File: config.mk
export PLATFORM = sky130hd
export DESIGN_NAME = proc_boot_loader
export DESIGN_NICKNAME = d
export VERILOG_FILES = /design/src/rtl/proc_boot_loader.sv
export SDC_FILE = /design/constraint.sdc
export NUM_CORES = 1
export LEC_CHECK = 0
export ABC_CLOCK_PERIOD_IN_PS = 3700
export BUFFER_PORTS_ARGS = -buffer_cell sky130_fd_sc_hd__buf_2
export CELL_PAD_IN_SITES_DETAIL_PLACEMENT = 2
export CELL_PAD_IN_SITES_GLOBAL_PLACEMENT = 2
export CORE_AREA = 2 2 150 152
export CTS_BUF_LIST = sky130_fd_sc_hd__clkbuf_8
export DETAILED_ROUTE_END_ITERATION = 16
export DIE_AREA = 0 0 152 154
export PLACE_DENSITY_LB_ADDON = 0.1
export SYNTH_ARGS = -nofsm -noshare
export SYNTH_HDL_FRONTEND = slang
export SYNTH_SLANG_ARGS = --single-unit
export TNS_END_PERCENT = 1
File: constraint.sdc
create_clock -name clk -period 3.7 [get_ports clk]
set_input_delay 0.185 -clock clk [delete_from_list [all_inputs] [get_ports clk]]
set_output_delay 0.185 -clock clk [all_outputs]
set_load 0.01 [all_outputs]
File: src/rtl/proc_boot_loader.sv
// proc_boot_loader: streams a length-prefixed, checksummed program image from a
// host port into IMem, holds the Proc core in reset while loading, then
// releases it and supervises the run (halt -> DONE, run-cycle limit -> ERR).
module proc_boot_loader #(
    parameter int WIDTH      = 32,
    parameter int ADDR_LEN   = 10,
    parameter int IMEM_DEPTH = 1024,
    parameter int CNT_W      = 32,
    parameter int MAX_CYCLES = 100000
) (
    input  logic                clk,
    input  logic                rst,
    input  logic                start,
    input  logic                in_valid,
    input  logic [WIDTH-1:0]    in_data,
    output logic                in_ready,
    output logic                imem_we,
    output logic [ADDR_LEN-1:0] imem_addr,
    output logic [WIDTH-1:0]    imem_wdata,
    output logic                core_rst_n,
    input  logic                halt,
    output logic                busy,
    output logic                done,
    output logic                err,
    output logic [1:0]          err_code,
    output logic [CNT_W-1:0]    cycle_cnt
);

    // Remaining-word counter must hold IMEM_DEPTH itself, hence the +1.
    localparam int                REM_W   = $clog2(IMEM_DEPTH + 1);
    localparam logic [WIDTH-1:0]  DEPTH_W = WIDTH'(IMEM_DEPTH);
    localparam logic [CNT_W-1:0]  MAX_CNT = CNT_W'(MAX_CYCLES);

    localparam logic [1:0] ERR_NONE = 2'd0;
    localparam logic [1:0] ERR_LEN  = 2'd1;
    localparam logic [1:0] ERR_SUM  = 2'd2;
    localparam logic [1:0] ERR_TIME = 2'd3;

    typedef enum logic [2:0] {
        S_IDLE, S_HDR, S_LOAD, S_CHK, S_RUN, S_DONE, S_ERR
    } state_t;

    state_t               state_q, state_d;
    logic [REM_W-1:0]     rem_q;
    logic [ADDR_LEN-1:0]  addr_q;
    logic [WIDTH-1:0]     sum_q;
    logic [CNT_W-1:0]     cycle_cnt_q;
    logic [1:0]           err_code_q;
    logic                 imem_we_q;
    logic [ADDR_LEN-1:0]  imem_addr_q;
    logic [WIDTH-1:0]     imem_wdata_q;

    logic accept;
    logic can_start;
    logic hdr_bad;
    logic last_word;
    logic chk_ok;
    logic timeout;

    assign accept    = in_valid & in_ready;
    assign can_start = start & (state_q inside {S_IDLE, S_DONE, S_ERR});
    assign hdr_bad   = (in_data == '0) || (in_data > DEPTH_W);
    assign last_word = (rem_q == REM_W'(1));
    assign chk_ok    = (in_data == sum_q);
    assign timeout   = (cycle_cnt_q == MAX_CNT);

    // State register.
    always_ff @(posedge clk) begin
        if (rst) begin
            state_q <= S_IDLE;
        end else begin
            state_q <= state_d;
        end
    end

    // Next-state decode; halt has priority over the run-cycle limit.
    always_comb begin
        state_d = state_q;
        case (state_q)
            S_IDLE, S_DONE, S_ERR: if (can_start) state_d = S_HDR;
            S_HDR:  if (accept) state_d = hdr_bad ? S_ERR : S_LOAD;
            S_LOAD: if (accept && last_word) state_d = S_CHK;
            S_CHK:  if (accept) state_d = chk_ok ? S_RUN : S_ERR;
            S_RUN: begin
                if (halt)         state_d = S_DONE;
                else if (timeout) state_d = S_ERR;
            end
            default: state_d = S_IDLE;
        endcase
    end

    // Status and handshake outputs decoded from the registered state.
    always_comb begin
        in_ready   = (state_q == S_HDR) || (state_q == S_LOAD) || (state_q == S_CHK);
        busy       = in_ready || (state_q == S_RUN);
        done       = (state_q == S_DONE);
        err        = (state_q == S_ERR);
        // The core stays out of reset after DONE so its state can be inspected.
        core_rst_n = (state_q == S_RUN) || (state_q == S_DONE);
    end

    // Datapath: header/length tracking, IMem write pipeline, checksum, run counter.
    always_ff @(posedge clk) begin
        if (rst) begin
            rem_q        <= '0;
            addr_q       <= '0;
            sum_q        <= '0;
            cycle_cnt_q  <= '0;
            err_code_q   <= ERR_NONE;
            imem_we_q    <= 1'b0;
            imem_addr_q  <= '0;
            imem_wdata_q <= '0;
        end else begin
            imem_we_q <= 1'b0;
            case (state_q)
                S_IDLE, S_DONE, S_ERR: begin
                    if (can_start) begin
                        cycle_cnt_q <= '0;
                        err_code_q  <= ERR_NONE;
                        sum_q       <= '0;
                        addr_q      <= '0;
                    end
                end
                S_HDR: begin
                    if (accept) begin
                        if (hdr_bad) begin
                            err_code_q <= ERR_LEN;
                        end else begin
                            // Bounds check above guarantees the length fits REM_W bits.
                            rem_q  <= in_data[REM_W-1:0];
                            addr_q <= '0;
                            sum_q  <= '0;
                        end
                    end
                end
                S_LOAD: begin
                    if (accept) begin
                        imem_we_q    <= 1'b1;
                        imem_addr_q  <= addr_q;
                        imem_wdata_q <= in_data;
                        sum_q        <= sum_q + in_data;
                        addr_q       <= addr_q + 1'b1;
                        rem_q        <= rem_q - 1'b1;
                    end
                end
                S_CHK: begin
                    if (accept && !chk_ok) err_code_q <= ERR_SUM;
                end
                S_RUN: begin
                    if (!halt) begin
                        if (timeout) err_code_q  <= ERR_TIME;
                        else         cycle_cnt_q <= cycle_cnt_q + 1'b1;
                    end
                end
                default: ;
            endcase
        end
    end

    assign imem_we    = imem_we_q;
    assign imem_addr  = imem_addr_q;
    assign imem_wdata = imem_wdata_q;
    assign err_code   = err_code_q;
    assign cycle_cnt  = cycle_cnt_q;

endmodule

# ---- Word level (Yosys, flattened, before mapping)
# Cells that the tools add are included.
dict set report op_classes {
  eq_ne 21
  bitwise_logic 3
  reduce_logical 23
  n_mux 34
  n_lt_le_gt_ge 1
  n_addsub 4
}
# operator count
set op_table {}
lappend op_table {{32-bit two-way mux} 6}
lappend op_table {{32-bit one-hot mux with 3 select lines} 1}
lappend op_table {{32-bit one-hot mux with 2 select lines} 1}
lappend op_table {{10-bit two-way mux} 4}
lappend op_table {{11-bit two-way mux} 3}
lappend op_table {{32-bit by 1-bit adder with 32-bit output, second input constant} 1}
lappend op_table {{32-bit adder} 1}
lappend op_table {{32-bit by 17-bit equality test with 1-bit output, second input constant} 1}
lappend op_table {{32-bit equality test} 1}
lappend op_table {{32-bit by 11-bit > comparator with 1-bit output, second input constant} 1}
lappend op_table {{32-bit logical NOT} 1}
lappend op_table {{10-bit one-hot mux with 3 select lines} 1}
lappend op_table {{11-bit one-hot mux with 2 select lines} 1}
lappend op_table {{3-bit two-way mux} 7}
lappend op_table {{2-bit inequality test, second input constant} 10}
lappend op_table {{3-bit one-hot mux with 5 select lines} 1}
lappend op_table {{2-bit two-way mux} 7}
lappend op_table {{11-bit by 1-bit equality test with 1-bit output, second input constant} 1}
lappend op_table {{11-bit by 1-bit subtractor with 11-bit output, second input constant} 1}
lappend op_table {{10-bit by 1-bit adder with 10-bit output, second input constant} 1}
lappend op_table {{5-bit AND reduction} 2}
lappend op_table {{3-bit equality test, second input constant} 3}
lappend op_table {{2-bit one-hot mux with 4 select lines} 1}
lappend op_table {{4-bit AND reduction} 2}
lappend op_table {{other kinds (18)} 27}
dict set report word_totals {
  inputBits 37
  elab_cells 95
  output_inout_bits 82
  ff_bits 133
}

# ---- Depth between registers and ports, before layout
# Gate-level depths: netlist of run 1.
dict set report depth {
  word_depth 7
  ltp_mapped 12
}

# ---- Worst setup path before layout of run 1
# Ideal clock, no wire load.
dict set report synth_path {
  path_type {register to register}
  from {register sum_q[0]}
  to {register sum_q[22]}
  t_required_ns 3.583
  arrival_time_ns 2.712
  setup_ns 0.117
  path_slack_ns 0.872
  path_buffers 0
  period_less_slack_ns 2.828
  path_stages_with_launch 11
  path_cell_list {dfxtp_1 -> ha_1 -> fa_1 -> a211oi_1 -> nor4b_1 -> o31ai_1 -> nor3_1 -> o21a_1 -> o41ai_1 -> xnor2_1 -> a22o_1}
}
dict set report synth_via {
  elab_chain_len 3
}
# item line
set synth_rtl {}
lappend synth_rtl {{start: declaration} 46} ;# logic [WIDTH-1:0] sum_q;
lappend synth_rtl {{start signal: assignment} 141} ;# sum_q <= sum_q + in_data;
lappend synth_rtl {{32-bit adder} 141}
lappend synth_rtl {{32-bit two-way mux} 137} ;# if (accept) begin
lappend synth_rtl {{32-bit one-hot mux with 3 select lines} 115} ;# case (state_q)
# No other way between the ends. The select of a mux whose other input is x is not followed.
# A chain may end at the register's enable or synchronous reset.

# ---- Final worst setup path of run 1
dict set report layout_path {
  from {register sum_q[0]}
  to {register sum_q[26]}
}
# The elaborated chain is that of the path after synthesis.

==> run metrics, run 1 <==
status=completed; area occupied by multi-input gates=roughly 4400 um2; DRT iter0 DRCs=265; CTS tree=built; critical-path cell list=ha_1 -> fa_1 -> a211oi_1 -> nor4b_1 -> o31ai_1 -> nor3_1 -> o2111ai_1 -> a211oi_1 -> or3_1 -> a32o_1; Crit path required time=4.06 ns; max_cap viols=0; CTS sink count=roughly 130; IO buf count=118; routability cong.=0.7990; largest net degree at the start of global routing=64; #FFs+latches synth=133; Filler Cells Inserted=between 2000 and 3000; minimum clock period=roughly 3.4 ns; syn avg cell area=about 8 um2; Crit Path Max Fanout=4; Buffers & Inverters on Critical Path=0; Leak Pwr=roughly 3.7 nW; clk buf depth=2; root cell of the clock tree=clkbuf_8; Achievable Freq=between 200 and 300 MHz; Post-synth EDFFs=0; Antenna Cells=0; drt drc=0; post-synthesis sequential area ratio=between 30% and 40%; Post-synth top flop=dfxtp_1; Arr. time, crit path=roughly 3.7 ns; PwrDens=just under 500 nW/um2; worst stage delay on the critical path=~0.52 ns; startpoint type of the worst setup path=flop; Initial Utilization=around a third; Yosys top cell by area=dfxtp_1; most numerous cell in the Yosys netlist=nand2_1; share of cells above drive strength 1=16.87%; P&R area growth vs syn=21.08%; Worst slew margin=approximately 26%; ranking of synthesized cells by area=dfxtp_1, nand2_1, a21oi_1, ha_1, nor2_1; Setup TNS=0 ns; Largest delay share family, worst path=compound AO/OA/AOI/OAI gates; CP Capture Type=flop; Worst Setup Path Type=flop to flop; cells after synthesis=between 900 and 1000; CTS Buf Count=17; Slowest cell on crit path=o31ai_1; vias in the first global route=7911; VDD IR-drop max=0.2133 mV; vias post-DR=around 7400; total core area=21690 um2; hold crit path type=input pin to flop; CTS H-tree depth=4; WL/cell=between 15 and 20 um; setup violators final=0; most frequent CP cell=a211oi_1; warnings from Yosys=0; Clock Skews=between 0.01 and 0.015 ns; Fin. Hold Viols=0; die width=152 um; Post-Syn Nets=1010; Antenna Nets Post-Route=0; IO Pins=around 120; row count=54; asr flop ratio synth=0%; RSZ-0062 raised after global routing=no; height of the die=approximately 150 um; Slew @ Worst Pin=1.108 ns; Min Hold Slack=0.02274 ns; Total Routing Usage GR=a little under a quarter; most frequent cells after synthesis=nand2_1, dfxtp_1, a21oi_1; Post-Layout Cell Count=roughly 1400; Distinct cells, synth=58; global route overflow=0; initial antenna violation count=0; sequential cell area=2663 um2; first-pass GRT wire length=between 40 and 50 mm; Tcrit/Tclk final=91.32%; die area=approximately 23000 um2; Post-Place Cells=about 1300; Mapped Area=around 7300 um2; Final nets=about 1100; Vias/cell=approximately 5.5; Worst-Skew Late Latency=approximately 0.46 ns; CTS clock-pin slew for the worst setup and hold paths=0.09 ns; drt first pass iters=4; WL final=around 26 mm; Final Max Slew Viols=0; post-DP HPWL=~19 mm; top cell type's share of synthesized area=roughly 36%
[cell type report]
type | count | share of cell area (%)
Clock buffer | 18 | 2.800
Tap cell | 280 | 3.959
Inverter | 20 | 0.8484
Multi-Input combinational cell | 738 | 49.94
Timing Repair Buffer | 151 | 10.01
Sequential cell | 133 | 30.09
Clock inverter | 13 | 2.347
[cell families (layout without fill, tap and decap cells)]
family	count (synthesis)	count (layout)	synth area share (%)
xor+xnor	50	50	5.992
mux	7	7	0.9930
flops	133	133	36.43
fa+ha+maj	37	37	6.437
buf+inv	65	202	3.356
simple gates	393	393	25.41
compound gates	251	251	21.38
[metal layers]
metal | wire, um | track usage, % | part of all wire (%)
met1 | 12110 | 29.36 | 47
met2 | 12890 | 40.11 | 50
met3 | 643 | 3.016 | 2.5
met4 | 214 | 4.450 | 0.83
met5 | 0 | 0 | 0
[report_power, final]
group	leakage (nW)	switching, mW	internal [mW]
Sequential	1.07	0.0996	1.52
Combinational	2.39	0.806	0.454
Clock	0.222	0.637	0.816
[state kept, by name, indices dropped and copies added (netlist names)]
name,flops
cycle_cnt,32
sum_q,32
addr_q,10
imem_wdata,32
err_code,2
imem_addr,10
imem_we,1
rem_q,11
state_q,3
[repair_timing]
item,CTS,global route
resized for setup,0,1
hold endpoints to repair,19,0
endpoints found under the setup margin,0,1
hold buffers,19,0
setup buffers,0,0
[path summary, 6_finish.rpt]
check                              from                     endpoint  slack, ns  depth (start not counted)
max               sum_q[0]$_SDFFE_PP0P_       sum_q[26]$_SDFFE_PP0P_       0.32                         10
min                         in_data[22]  imem_wdata[22]$_SDFFE_PP0P_       0.02                          3
max reg2reg       sum_q[0]$_SDFFE_PP0P_       sum_q[26]$_SDFFE_PP0P_       0.32                         10
min reg2reg  imem_wdata[1]$_SDFFE_PP0P_   imem_wdata[1]$_SDFFE_PP0P_       0.46                          2
[worst reg2reg max path, delay by kind of cell (launching register included)]
family                   cells  cell delay, ns
flip-flops                   1            0.32
adder cells (fa/ha/maj)      2            0.66
AND/OR/NAND/NOR              3            0.60
AO/OA/AOI/OAI                5            1.71
[stage by stage]
stage                     setup WS [ns]  power, mW  utilization, %  area, um2
after detailed placement         0.2248      2.900           37.79       8195
after CTS                        0.2684      4.381           40.76       8841
final                            0.3211      4.337           40.80       8848
after global placement           0.3620      2.872           37.79       8195
after global routing            0.03186      4.608           40.80       8848
after floorplan                  0.8715      2.477               -       7308
[placed cells by master (no fill, tap or decap), drive strengths merged, types with 6 or more instances in the layout]
cell and instances:
a211oi 11, a21o 13, a21oi 95, a22o 8, a22oi 7, a31oi 7
a32o 6, and3 9, buf 132, clkbuf 18, dfxtp 133, dlygate4sd3 19
ha 36, inv 20, nand2 158, nand2b 7, nand3 22, nand4 14
nor2 87, nor2b 6, nor3 26, nor4 22, o21a 9, o21ai 54
o21bai 6, o31ai 7, or3 9, xnor2 19, xor2 31
(Power assumes the default switching activity.)
==> run 2: changes to the inputs <==
--- a/config.mk
+++ b/config.mk
@@ -6,12 +6,13 @@
 export NUM_CORES = 1
 export LEC_CHECK = 0
+export ABC_AREA = 1
 export ABC_CLOCK_PERIOD_IN_PS = 3700
 export BUFFER_PORTS_ARGS = -buffer_cell sky130_fd_sc_hd__buf_2
 export CELL_PAD_IN_SITES_DETAIL_PLACEMENT = 2
 export CELL_PAD_IN_SITES_GLOBAL_PLACEMENT = 2
-export CORE_AREA = 2 2 150 152
+export CORE_AREA = 2 2 168 170
 export CTS_BUF_LIST = sky130_fd_sc_hd__clkbuf_8
 export DETAILED_ROUTE_END_ITERATION = 16
-export DIE_AREA = 0 0 152 154
+export DIE_AREA = 0 0 170 172
 export PLACE_DENSITY_LB_ADDON = 0.1
 export SYNTH_ARGS = -nofsm -noshare
==> constraint.sdc (replaced) <==
create_clock -name clk -period 3.7 [get_ports clk]
set_input_delay 0.74 -clock clk [delete_from_list [all_inputs] [get_ports clk]]
set_output_delay 0.74 -clock clk [all_outputs]
set_load 0.01 [all_outputs]
==> run metrics, run 2 <==
Vias/cell=5.026 (-8.5%); Largest delay share family, worst path=simple AND/OR/NAND/NOR gates; Hold Path Origin=sum_q[12]$_SDFFE_PP0P_; warnings from Yosys=0 (unchanged); drt first pass iters=4 (unchanged); Setup crit start=state_q[1]$_SDFFE_PP0P_; Worst slew margin=36.67% (+11 points); P&R area growth vs syn=14.97%; initial antenna violation count=0 (unchanged); height of the die=172 um (+12%); Achievable Freq=371.0 MHz (+25%); RSZ-0062 raised after global routing=no; CTS H-tree depth=4 (unchanged); Clock Skews=0.02717 ns (+0.01360 ns); WL/cell=17.86 um (-6.5%); Tcrit/Tclk final=72.84% (-18 points); Worst Setup Path Type=flop to flop; CTS clock-pin slew for the worst setup and hold paths=0.09 ns (about the same); Resized cells post-CTS=0 (unchanged); Distinct cells, synth=36 (-38%); asr flop ratio synth=0% (unchanged); Final nets=1611 (+42%); Post-Syn Nets=1507 (+49%); Slew @ Worst Pin=0.9500 ns (-0.1583 ns); largest net degree at the start of global routing=61 (-4.7%); Leak Pwr=4.763 nW (+29%); IO Pins=119 (unchanged); Yosys top cell by area=dfxtp_1; Mapped Area=8670 um2 (+19%); final worst setup slack=1.005 ns (+0.6838 ns); Buffers & Inverters on Critical Path=4 (+4); Crit path required time=4.08 ns (+0.02 ns); vias in the first global route=10053 (+27%); setup violators final=0 (unchanged); max_cap viols=0 (unchanged); total core area=27480 um2 (+27%); drt drc=0 (unchanged); Post-synth top flop=dfxtp_1; top cell type's share of synthesized area=30.71% (-5.7 points); Antenna Cells=0 (unchanged); # hold bufs at CTS=0 (-19); P_int=2.775 mW (-0.66%); routability cong.=0.8570 (+7.3%); post-synthesis sequential area ratio=30.71% (-5.7 points); fraction of power consumed by sequential logic=35.7% (-1.7 points); Initial Utilization=31.55% (-2.1 points); most frequent cells in the layout=nand2_1, nor2_1, dfxtp_1; Arr. time, crit path=3.08 ns (-0.66 ns); Sw Ratio=42.00% (+6.4 points); root cell of the clock tree=clkbuf_8; hold crit path type=flop to flop; most frequent cells after synthesis=nand2_1, nor2_1, dfxtp_1; startpoint type of the worst setup path=flop; Worst-Skew Late Latency=0.45 ns (about the same); Fin. Hold Viols=0 (unchanged); first-pass GRT wire length=54.91 mm (+28%); CTS sink count=133 (unchanged); #FFs+latches synth=133 (unchanged); NetSw=2.009 mW (+30%); pre-CTS setup slack=0.8652 ns (+0.6404 ns); CTS tree=built; cells after synthesis=1433 (+53%); DRT iter0 DRCs=347 (+31%); most numerous cell in the Yosys netlist=nand2_1; Post-CTS Setup Repair Bufs=0 (unchanged); syn avg cell area=6.050 um2 (-23%); global route overflow=0 (unchanged); minimum clock period=2.695 ns (-0.6838 ns); status=completed; Total Routing Usage GR=23.78% (+1.2 points); IO buf count=118 (unchanged); most frequent CP cell=nand2_1; ranking of synthesized cells by area=dfxtp_1, nand2_1, nor2_1, a21oi_1, inv_1; CTS Buf Count=17 (unchanged); die width=170 um (+12%); Post-synth EDFFs=0 (unchanged); most common library cell in the layout ignoring fill and taps=nand2_1; Logic pwr share=36.1% (+7.0 points); Setup TNS=0 ns (unchanged); VDD IR-drop max=0.2004 mV (-6.0%); share of cells above drive strength 1=11.87% (-5.0 points); worst stage delay on the critical path=0.55 ns (+0.03 ns); PwrDens=480.0 nW/um2 (-2.1%); row count=61 (+13%); Filler Cells Inserted=3536 (+38%); Critical R2R Launch=state_q[1]$_SDFFE_PP0P_; critical-path cell list=inv_2 -> nor2_1 -> nand2_1 -> buf_4 -> nand2_1 -> nand2_1 -> nand2_1 -> nand2_1 -> inv_2 -> nand2_4 -> nand2_2 -> inv_2 -> nand2_1 -> nand2_1; vias post-DR=9530 (+28%); WL final=33.86 mm (+31%); die area=29240 um2 (+25%); Slowest cell on crit path=inv_2; CP Capture Type=flop; Final Max Slew Viols=0 (unchanged); clk buf depth=2 (unchanged); Antenna Nets Post-Route=0 (unchanged); clock share of power=28.2% (-5.3 points); Crit Path Max Fanout=32 (+28); post-DP HPWL=26.07 mm (+41%)
[run 2: changes by cell type in the layout (fill, tap and decap cells not counted), sizes merged, moves of 19 or more]
cell / delta
dlygate4sd3: -19
inv: +122
nand2: +296
nand3: +51
nor2: +175
nor4: -22
o21ai: +28
[run 2: path summary, 6_finish.rpt]
check                                               to  depth (start not counted)  slack [ns]
worst max-delay path            sum_q[31]$_SDFFE_PP0P_                         14        1.00
worst min-delay path            sum_q[12]$_SDFFE_PP0P_                          2        0.46
worst max register to register  sum_q[31]$_SDFFE_PP0P_                         14        1.00
worst min register to register  sum_q[12]$_SDFFE_PP0P_                          2        0.46
[run 2: stage by stage]
stage	area, um2	power (mW)	utilization [%]	hold WS [ns]	std cells
4_1_cts	9967	4.853	36.28	0.4569	1896
3_5_place_dp	9558	3.483	34.79	0.4400	1864
6_report	9967	4.785	36.28	0.4573	1896
3_3_place_gp	9558	3.435	34.79	0.4330	1864
5_1_grt	9967	5.146	36.28	0.4860	1896
2_1_floorplan	8670	2.894	-	0.4228	1433
[run 2: final cells by class]
| class | count | area [um2] | share of cell area (%) |
|---|---|---|---|
| clock buffer | 18 | 247.7 | 2.486 |
| clock inverter | 14 | 161.4 | 1.619 |
| inverter | 139 | 521.8 | 5.235 |
| multi-input combinational | 1120 | 5290 | 53.08 |
| sequential | 133 | 2663 | 26.71 |
| tap | 346 | 432.9 | 4.343 |
| timing repair buffer | 126 | 650.6 | 6.528 |
[run 2: worst reg2reg max path: cells and delay by family, from the launching register on]
| family | cells | cell delay, ns |
|---|---|---|
| buffers and inverters | 4 | 1.06 |
| DFF | 1 | 0.36 |
| and+or+nand+nor | 10 | 1.21 |
[run 2: per-layer routing]
layer  share of wire, %  global-route usage (%)
met1                 47                   30.88
met2                 50                   43.09
met3                2.2                   2.174
met4                1.2                   4.682
met5                  0                       0
[run 2: cell families (layout without fill, tap and decap cells)]
family | count (synthesis) | in the layout | synth area share [%]
AND/OR/NAND/NOR | 840 | 840 | 39.31
AO/OA/AOI/OAI | 200 | 200 | 11.88
buffers and inverters | 180 | 297 | 8.327
flip-flops | 133 | 133 | 30.71
XOR/XNOR | 43 | 43 | 4.344
adder cells (fa/ha/maj) | 37 | 37 | 5.426
[run 2: power by group through the flow]
stage | Clock, mW | Combinational (mW) | Sequential [mW]
final | 1.35 | 1.73 | 1.71
after global routing | 1.44 | 1.97 | 1.73
after CTS | 1.39 | 1.76 | 1.71
after detailed placement | 0 | 1.74 | 1.74
after global placement | 0 | 1.70 | 1.73
after floorplan | 0 | 1.14 | 1.75
==> run 3: changes to the inputs <==
ABC_CLOCK_PERIOD_IN_PS = 2700   (was 3700)
clock period = 2.7 ns   (was 3.7 ns; I/O delays follow)
==> run metrics, run 3 (synthesis gave the netlist of run 2 again) <==
RSZ-0062 raised after global routing=no; vias post-DR=9615 (+0.89%); worst reg-to-reg path cell count=9 (-5); Crit path required time=3.10 ns (-0.98 ns); setup violators final=0 (unchanged); WL/cell=17.99 um (+0.74%); Clock Skews=0.01771 ns (-0.009465 ns); IO Pins=119 (unchanged); hold crit path type=input pin to flop; clk buf depth=2 (unchanged); WHS Path Cells=3 (+1); Reg-to-Reg End=sum_q[21]$_SDFFE_PP0P_; Achievable Freq=434.0 MHz (+17%); Hold Path Origin=in_data[17]; Final Max Slew Viols=0 (unchanged); routability cong.=0.8404 (-1.9%); Final nets=1626 (+0.93%); Leak Pwr=4.828 nW (+1.4%); vias in the first global route=10342 (+2.9%); Min Hold Slack=0.3438 ns (-0.1135 ns); startpoint type of the worst setup path=flop; share of cells above drive strength 1=12.72% (+0.84 points); CTS tree=built; largest net degree at the start of global routing=38 (-38%); placed cell area=9696 um2 (+1.4%); Worst-Skew Late Latency=0.47 ns (+0.02 ns); VDD IR-drop max=0.3174 mV (+58%); Worst Setup Path Type=flop to flop; Total Routing Usage GR=24.28% (+0.50 points); CTS H-tree depth=4 (unchanged); CTS sink count=133 (unchanged); Hold EP=imem_wdata[17]$_SDFFE_PP0P_; Antenna Cells=0 (unchanged); IO buf count=118 (unchanged); first-pass GRT wire length=55.55 mm (+1.2%); most frequent cells in the layout=nand2_1, nor2_1, dfxtp_1; CP Capture Type=flop; drt drc=0 (unchanged); post-DP HPWL=26.93 mm (+3.3%); WL final=34.38 mm (+1.5%); Tcrit/Tclk final=85.33% (+12 points); global route overflow=0 (unchanged); Post-CTS Setup Repair Bufs=0 (unchanged); PwrDens=644.2 nW/um2 (+34%); CTS clock-pin slew for the worst setup and hold paths=0.09 ns (about the same); Slew @ Worst Pin=0.7131 ns (-0.2369 ns); Critical R2R Launch=state_q[1]$_SDFFE_PP0P_; Setup TNS=0 ns (unchanged); minimum clock period=2.304 ns (-0.3912 ns); Crit Path Max Fanout=34 (+6.3%); P&R area growth vs syn=16.12%; DRT iter0 DRCs=356 (+2.6%); drt first pass iters=4 (unchanged); die area=29240 um2 (unchanged); reg2reg setup slack=0.40 ns (-0.61 ns); total core area=27480 um2 (unchanged); Worst slew margin=52.39% (+16 points); Resized cells post-CTS=0 (unchanged); row count=61 (unchanged); fin area=10070 um2 (+1.0%); Vias/cell=5.031 (about the same); CTS Buf Count=17 (unchanged); height of the die=172 um (unchanged); Initial Utilization=31.55% (unchanged); Fin. Hold Viols=0 (unchanged); status=completed; pre-CTS setup slack=0.1147 ns (-0.7505 ns); final worst setup slack=0.3961 ns (-0.6088 ns); most common library cell in the layout ignoring fill and taps=nand2_1; root cell of the clock tree=clkbuf_8; initial antenna violation count=0 (unchanged); Power Total=6.485 mW (+36%); Arr. time, crit path=2.70 ns (-0.38 ns); die width=170 um (unchanged); Antenna Nets Post-Route=0 (unchanged); # hold bufs at CTS=0 (unchanged); max_cap viols=0 (unchanged)
[run 3: power breakdown]
part | switching, mW | leakage, nW | internal (mW) | total [mW]
Sequential | 0.152 | 1.07 | 2.18 | 2.33
Clock | 0.904 | 0.190 | 0.771 | 1.68
Combinational | 1.72 | 3.56 | 0.755 | 2.47
Total | 2.78 | 4.83 | 3.71 | 6.49
[run 3: metrics by stage]
stage,utilization (%),std cells
3_5_place_dp,35.29,1879
2_1_floorplan,-,1433
3_3_place_gp,35.29,1879
4_1_cts,36.64,1911
6_report,36.64,1911
5_1_grt,36.64,1911
[run 3: worst max-delay path by stage]
stage | endpoint | slack, ns | depth (start not counted) | from
3_5_place_dp | sum_q[30]$_SDFFE_PP0P_ | 0.11 | 12 | in_data[14]
3_3_place_gp | sum_q[28]$_SDFFE_PP0P_ | 0.23 | 13 | in_data[0]
4_1_cts | sum_q[30]$_SDFFE_PP0P_ | 0.33 | 12 | state_q[2]$_SDFFE_PP0P_
6_report | sum_q[21]$_SDFFE_PP0P_ | 0.40 | 9 | state_q[1]$_SDFFE_PP0P_
5_1_grt | sum_q[13]$_SDFFE_PP0P_ | 0.16 | 12 | state_q[2]$_SDFFE_PP0P_
2_1_floorplan | sum_q[22]$_SDFFE_PP0P_ | 0.73 | 12 | in_data[0]
[run 3: routing by layer]
layer	up-vias	track usage, %	share of wire [%]
met5	-	0	0
met2	110	43.89	50
met4	0	6.020	1.9
met1	4693	30.59	46
met3	36	3.136	2.4
li1	4776	-	-
[run 3: layout make-up]
type | instances | area, um2
Timing Repair Buffer | 141 | 788.3
Inverter | 139 | 521.8
Multi-Input combinational cell | 1120 | 5290
Tap cell | 346 | 432.9
Clock buffer | 19 | 261.5
Fill cell | 3534 | 17410
Clock inverter | 13 | 110.1
Sequential cell | 133 | 2663
[run 3: critical path, cell delays in order (launching register included)]
cell     delay, ns
dfxtp_1       0.44
inv_2         0.11
nor2_1        0.14
nand2_1       0.24
inv_1         0.40
nand2_1       0.28
nor2_4        0.19
buf_12        0.23
nand3_1       0.13
nand2_1       0.07
